File: config.mk
export PLATFORM = sky130hd
export DESIGN_NAME = ascon_fsm
export DESIGN_NICKNAME = d
export VERILOG_FILES = /design/src/rtl/ascon_fsm.sv
export SDC_FILE = /design/constraint.sdc
export NUM_CORES = 1
export LEC_CHECK = 0
export CAP_MARGIN = 20
export CORE_MARGIN = 2
export CORE_UTILIZATION = 43
export DETAILED_ROUTE_END_ITERATION = 10
export PLACE_DENSITY = 0.73
export SLEW_MARGIN = 30
export SYNTH_ARGS = -nofsm -noshare
export SYNTH_HDL_FRONTEND = slang
export SYNTH_SLANG_ARGS = --single-unit
File: constraint.sdc
create_clock -name clock -period 2.3 [get_ports clock]
set_input_delay 0.46 -clock clock [delete_from_list [all_inputs] [get_ports clock]]
set_output_delay 0.46 -clock clock [all_outputs]
set_load 0.03 [all_outputs]
File: src/rtl/ascon_fsm.sv
// Sequencing controller for an ASCON-128 permutation datapath.
// Runs init, one AD block, G_NUM_PT_BLOCKS plaintext blocks, and finalisation.
module ascon_fsm #(
   parameter int G_NUM_PT_BLOCKS = 4
) (
   input  logic       clock,
   input  logic       reset_n,
   input  logic       i_start,
   input  logic       i_data_valid,
   output logic       o_data_ready,
   output logic       o_sys_enable,
   output logic       o_mux_select,
   output logic       o_enable_xor_key_begin,
   output logic       o_enable_xor_data_begin,
   output logic       o_enable_xor_key_end,
   output logic       o_enable_xor_lsb_end,
   output logic       o_enable_cipher_reg,
   output logic       o_enable_tag_reg,
   output logic       o_enable_state_reg,
   output logic [3:0] o_round,
   output logic [2:0] o_block_index,
   output logic       o_cipher_valid,
   output logic       o_done
);

   typedef enum logic [2:0] {
      S_IDLE, S_INIT, S_AD_WAIT, S_AD_ROUND, S_PT_WAIT, S_PT_ROUND, S_FINAL, S_DONE
   } state_t;

   localparam logic [2:0] LAST_BLOCK = 3'(G_NUM_PT_BLOCKS - 1);
   localparam logic [3:0] LAST_ROUND = 4'd11;

   state_t     state_q, state_d;
   logic [3:0] counter_q, counter_d;
   logic [2:0] block_q, block_d;
   logic       cipher_valid_q, cipher_valid_d;

   always_ff @(posedge clock or negedge reset_n) begin
      if (!reset_n) begin
         state_q        <= S_IDLE;
         counter_q      <= 4'd0;
         block_q        <= 3'd0;
         cipher_valid_q <= 1'b0;
      end else begin
         state_q        <= state_d;
         counter_q      <= counter_d;
         block_q        <= block_d;
         cipher_valid_q <= cipher_valid_d;
      end
   end

   assign o_cipher_valid = cipher_valid_q;

   always_comb begin
      state_d                 = state_q;
      counter_d               = counter_q;
      block_d                 = block_q;
      cipher_valid_d          = 1'b0;
      o_data_ready            = 1'b0;
      o_sys_enable            = 1'b0;
      o_mux_select            = 1'b0;
      o_enable_xor_key_begin  = 1'b0;
      o_enable_xor_data_begin = 1'b0;
      o_enable_xor_key_end    = 1'b0;
      o_enable_xor_lsb_end    = 1'b0;
      o_enable_cipher_reg     = 1'b0;
      o_enable_tag_reg        = 1'b0;
      o_enable_state_reg      = 1'b0;
      o_round                 = 4'd0;
      o_block_index           = 3'd0;
      o_done                  = 1'b0;

      case (state_q)
         S_IDLE: begin
            if (i_start) begin
               state_d   = S_INIT;
               counter_d = 4'd0;
               block_d   = 3'd0;
            end
         end

         // Round 0 loads the fresh key/nonce state through the input side of the mux.
         S_INIT: begin
            o_sys_enable       = 1'b1;
            o_round            = counter_q;
            o_enable_state_reg = 1'b1;
            o_mux_select       = (counter_q != 4'd0);
            if (counter_q == LAST_ROUND) begin
               o_enable_xor_key_end = 1'b1;
               state_d              = S_AD_WAIT;
               counter_d            = 4'd0;
            end else begin
               counter_d = counter_q + 4'd1;
            end
         end

         S_AD_WAIT: begin
            o_sys_enable = 1'b1;
            o_data_ready = 1'b1;
            o_mux_select = 1'b1;
            if (i_data_valid) begin
               o_enable_xor_data_begin = 1'b1;
               o_round                 = 4'd6;
               o_enable_state_reg      = 1'b1;
               state_d                 = S_AD_ROUND;
               counter_d               = 4'd7;
            end
         end

         S_AD_ROUND: begin
            o_sys_enable       = 1'b1;
            o_mux_select       = 1'b1;
            o_enable_state_reg = 1'b1;
            o_round            = counter_q;
            if (counter_q == LAST_ROUND) begin
               o_enable_xor_lsb_end = 1'b1;
               state_d              = S_PT_WAIT;
               counter_d            = 4'd0;
               block_d              = 3'd0;
            end else begin
               counter_d = counter_q + 4'd1;
            end
         end

         // The last plaintext block folds straight into the 12-round finalisation.
         S_PT_WAIT: begin
            o_sys_enable  = 1'b1;
            o_data_ready  = 1'b1;
            o_mux_select  = 1'b1;
            o_block_index = block_q;
            if (i_data_valid) begin
               o_enable_xor_data_begin = 1'b1;
               o_enable_cipher_reg     = 1'b1;
               o_enable_state_reg      = 1'b1;
               cipher_valid_d          = 1'b1;
               if (block_q == LAST_BLOCK) begin
                  o_enable_xor_key_begin = 1'b1;
                  o_round                = 4'd0;
                  state_d                = S_FINAL;
                  counter_d              = 4'd1;
               end else begin
                  o_round   = 4'd6;
                  state_d   = S_PT_ROUND;
                  counter_d = 4'd7;
               end
            end
         end

         S_PT_ROUND: begin
            o_sys_enable       = 1'b1;
            o_mux_select       = 1'b1;
            o_enable_state_reg = 1'b1;
            o_round            = counter_q;
            o_block_index      = block_q;
            if (counter_q == LAST_ROUND) begin
               state_d   = S_PT_WAIT;
               counter_d = 4'd0;
               block_d   = block_q + 3'd1;
            end else begin
               counter_d = counter_q + 4'd1;
            end
         end

         S_FINAL: begin
            o_sys_enable       = 1'b1;
            o_mux_select       = 1'b1;
            o_enable_state_reg = 1'b1;
            o_round            = counter_q;
            o_block_index      = block_q;
            if (counter_q == LAST_ROUND) begin
               o_enable_xor_key_end = 1'b1;
               o_enable_tag_reg     = 1'b1;
               state_d              = S_DONE;
               counter_d            = 4'd0;
            end else begin
               counter_d = counter_q + 4'd1;
            end
         end

         S_DONE: begin
            o_sys_enable = 1'b1;
            o_done       = 1'b1;
            if (i_start) begin
               state_d   = S_INIT;
               counter_d = 4'd0;
               block_d   = 3'd0;
            end
         end

         default: begin
            state_d = S_IDLE;
         end
      endcase
   end

endmodule

# Yosys cells after proc, flatten, opt, wreduce, memory -nomap -nowiden
# Index checks and enable logic that the tools add are counted.
[word_totals] mem_bits_rw=0 inputBits=4 regBits=11 mem_count=0 latch_bits=0 word_cells=75 rom_bits=0
[classes] n_div=0 n_addsub=2 mul=0 bitwise=0 reduce_logical=14 shifts=0 magnitude_cmp=0 eq_ne=17 mux=38
[ops] operator="$mux W3" n=14
[ops] operator="$pmux W3 S6" n=1
[ops] operator="$mux W4" n=4
[ops] operator="$pmux W4 S4" n=1
[ops] operator="$mux W1" n=13
[ops] operator="$eq A3 B3 Y1 const B" n=4
[ops] operator="$ne A2 B2 Y1 const B" n=6
[ops] operator="$pmux W4 S3" n=1
[ops] operator="$eq A3 B2 Y1 const B" n=3
[ops] operator="$pmux W3 S3" n=1
[ops] operator="$reduce_or A2 Y1" n=4
[ops] operator="$reduce_or A7 Y1" n=1
[ops] operator="$reduce_and A6 Y1" n=1
[ops] operator="$reduce_or A5 Y1" n=1
[ops] operator="$add A4 B1 Y4 const B" n=1
[ops] operator="$eq A4 B4 Y1 const B" n=1
[ops] operator="$ne A2 B1 Y1 const B" n=2
[ops] operator="$pmux W1 S2" n=2
[ops] operator="$reduce_and A4 Y1" n=1
[ops] operator="$reduce_bool A4 Y1" n=1
[ops] operator="$reduce_or A4 Y1" n=1
[ops] operator="$add A3 B1 Y3 const B" n=1
[ops] operator="$eq A3 B1 Y1 const B" n=1
[ops] operator="$logic_not A3 Y1" n=1
[ops] operator="other kinds (4)" n=4

# Longest topological paths before layout
[depth] depth_word=4 ltp_mapped=6

# Worst setup path after synthesis
# Ideal clock, no wire load.
[synth_timing] kind="register -> output" start="register state_q[2]" end="output port o_enable_state_reg" setup_slack_ns=-0.201 arrival_ns=2.041 n_path_buf=0 required_ns=1.840 path_stages_with_launch=5 cell_sequence="dfrtp_1 > nand2b_1 > a21oi_1 > and2_1 > or2_1"
[synth_via] elab_chain_len=3 word_cells_on_any_way=9
[synth_rtl] item="start, declared" line="33" text="state_t state_q, state_d;"
[synth_rtl] item="start signal, assigned" line="45" text="state_q <= state_d;"
[synth_rtl] item="$eq A3 B3 Y1 (tied with other cells)" line="73" text="case (state_q)"
[synth_rtl] item="$reduce_or A4 Y1 (no source line) or $reduce_or A2 Y1 (tied branches)"
[synth_rtl] item="$pmux W1 S2 *" line="73"
[synth_rtl] item="end, declared" line="19" text="output logic o_enable_state_reg,"
# Mark *: on every way between the ends. The rest lies on a longest branch, timed or not.

# Final worst setup path
[layout_timing] start="register block_q[0]" end="output port o_round[1]"
[layout_via] elab_chain_len=4
[layout_rtl] item="start, declared" line="35" text="logic [2:0] block_q, block_d;"
[layout_rtl] item="start signal, assigned" line="47" text="block_q <= block_d;"
[layout_rtl] item="$eq A3 B2 Y1" line="136" text="if (block_q == LAST_BLOCK) begin"
[layout_rtl] item="$mux W3" line="136"
[layout_rtl] item="$mux W3" line="131" text="if (i_data_valid) begin"
[layout_rtl] item="$pmux W4 S3" line="73"
[layout_rtl] item="end, declared" line="20" text="output logic [3:0] o_round,"
# Every way passes these cells.

==> results by group <==
GRT
  – First-pass GRT wire length: 3220 um
  – Global route overflow: 0
  – Initial antenna violation count: 0
  – Gr usage total: 20.2%
  – Vias in the first global route: 733
  – Largest net degree at the start of global routing: 14

CTS
  – H-Tree Level Count: 1
  – CTS Root Cell: clkbuf_4
  – CTS clock-pin slew for the worst setup and hold paths: 70 ps
  – CTS tree: done
  – Clock Sinks: 11
  – Clk Latency, worst-skew pair: between 200 and 300 ps
  – Hold-fix buffers, CTS: 0
  – Num CTS Buffers: 3
  – CTS max path bufs: 2

Setup path
  – Setup crit start kind: register
  – Arrival time of the worst setup path: 1840 ps
  – Crit Path Max Fanout: 3
  – WS Path Type: register to output pin
  – Max incr delay on CP: ~380 ps
  – Worst-path cell chain: ha_2 -> ha_4 -> or3b_1 -> a21oi_2 -> a22o_1 -> buf_6
  – Slowest cell on crit path: dfrtp_1
  – Worst r2r src: block_q[0]
  – Critical Path Sink Type: output pin
  – Worst path required time: between 1500 and 2000 ps
  – Critical Path Start: block_q[0]

Synth
  – Yosys top cell by area: dfrtp_1
  – Cells after Synth: 94
  – Yosys warnings: 0
  – Post-Synth Adder-Cell Area: 6.12%
  – Synth Area in Simple Gates: 24.8%
  – Compound-cell area share of the yosys netlist: 26.6%
  – Synth area leaders: dfrtp_1 (34%), ha_1 (6.1%), a21oi_1 (4.3%)
  – Synth top area share: 33.6%
  – Distinct cell type count after synthesis: 36
  – Ys flop type: dfrtp_1
  – Multiplexer area fraction after synthesis: 1.22%
  – Syn Area/Cell: slightly below 9 um^2
  – Post-Synth XOR/XNOR Area: 1.99%
  – Post-synth EDFFs: 0
  – Syn nets: ~100
  – Seq cells post-synth: 11
  – Post-synthesis async set-or-reset flop share: between 90% and 100%
  – Post-synthesis cell area: 818 um^2
  – Post-synthesis sequential area ratio: 33.6%
  – Largest family of logic cells by synthesized area: compound AO/OA/AOI/OAI gates

Place
  – GPL Wtd Cong: 0.811
  – Placed cell count: about 150
  – Port-buffer cells: 22
  – Post-DP HPWL: 1470 um

Timing
  – Final TNS setup: 0 ps
  – Max-slew violation count: 0
  – Crit share post-route: between 90 and 100%
  – Worst slew pin tran: 488 ps
  – RSZ-0062 raised after global routing: yes
  – Fmax: 435 MHz
  – Clock Skew: 2.12 ps
  – Setup violators final: 0
  – Final Hold Viols: 0
  – Slew headroom: 67.4%
  – Final Critical Period: 2300 ps
  – Final hold slack: roughly 530 ps

Layout
  – Commonest non-fill, non-tap cell in the layout: buf_4
  – Fin cells: approximately 160
  – Most frequent cells in the layout: buf_4 (24), nand2_1 (9), dfrtp_1 (9), clkdlybuf4s50_1 (9), inv_1 (8)
  – Synthesis-to-layout area growth: 51.4%
  – Final #Nets: approximately 150
  – Share of cells above drive strength 1: between 30% and 40%
  – Util after Layout: 70.2%
  – Fill cells: 152
  – N_diodes: 0

Run status
  – Status: finished, final reports clean

Routing
  – Drt initial violations: 13
  – DR WL/cell: 12.9 um
  – First-pass detailed-route iteration total: 4
  – DRC errors left: 0
  – Antenna-violating nets left: 0
  – DR vias: roughly 810
  – DR vias/cell: 5.02
  – Drt total wl: 2080 um

Floorplan
  – Starting Density: 46.4%
  – Die area: 2270 um^2
  – I/O pins: 23
  – Die W: 47.6 um
  – Num rows: 15
  – Die Y: about 48 um
  – Core Area: between 1500 and 2000 um^2

Power
  – P_leak: a little over 0.0006 uW
  – Worst vdd ir: 726 uV
  – P per Cell Area: ~1300 nW/um^2

Hold path
  – Hold Crit Class: input port to async pin

Job
  – Max Cap Violations: 0
-- kinds of logic (layout without fill, tap and decap cells) --
family	after synthesis	count (layout)
AND/OR/NAND/NOR	37	37
AO/OA/AOI/OAI	29	29
flip-flops	11	11
buffers and inverters	11	53
adder cells (fa/ha/maj)	4	4
XOR/XNOR	1	1
multiplexers	1	1
-- report_power, final --
part | leakage, uW | total, uW | switching (uW) | internal [uW]
sequential | 0.000137 | 384 | 109 | 275
combinational | 0.000461 | 1080 | 574 | 511
clock | 0.0000150 | 123 | 55.8 | 66.8
total | 0.000613 | 1590 | 739 | 853
-- worst paths after layout --
path                                 to  slack [ps]  cells past startpoint
setup / recovery             o_round[1]           2                      6
hold / removal               block_q[2]         530                      1
setup reg to reg           counter_q[2]         120                     12
hold reg to reg              block_q[2]         570                      2
max in group asynchronous    state_q[0]        1410                      1
min in group clock           block_q[2]         570                      2
-- Yosys cell counts (2+ instances only) --
cell type  instances
a21oi_1            7
inv_1              8
a21o_1             3
nand2_1            9
o31ai_1            2
nand3_1            4
nor3_1             2
and3_1             3
dfrtp_1           11
nor2_1             5
o21ai_0            2
or2_1              2
o22ai_1            3
and2_1             4
ha_1               4
nand2b_1           3
a22o_1             3
-- per-stage QoR --
stage          cell area, um^2  setup WS (ps)  total power (uW)
6_report                  1240           2.41              1590
5_1_grt                   1240          -79.1              1720
4_1_cts                   1200          -6.96              1540
3_5_place_dp              1090            114              1330
3_3_place_gp              1090            131              1320
2_1_floorplan              822           19.8              1020
-- worst max-delay path: cells and delay by family (launching register included) --
family / cells / cell delay [ps]
AOI/OAI and AO/OA: 2 / 360
buffers and inverters: 1 / 130
adders and majority gates: 2 / 350
and+or+nand+nor: 1 / 350
DFF: 1 / 380
-- per-layer routing --
layer	global-route usage [%]	vias up	share of wire [%]
met2	35.1	18	49
met4	5.41	0	1.1
li1	-	421	-
met5	0	-	0
met3	1.13	2	2.4
met1	27.4	367	48
-- registers in the layout, indices dropped and copies added, names as in the netlist --
signal / flops
block_q: 3
counter_q: 4
state_q: 3
o_cipher_valid: 1
-- final cells by class --
class	count	area, um^2	area share, %
multi-input cells	72	523	42.2
clock buffers	4	26.3	2.12
inverters	8	30.0	2.42
flip-flops and latches	11	278	22.4
repair buffers	41	350	28.3
well taps	25	31.3	2.53
-- what timing repair did --
item | CTS | global route
setup buffers | 10 | 3
gates resized for setup | 9 | 5
pin swaps | 3 | 2
setup endpoints to repair | 8 | 6
Power figures use the tool's default switching activity.
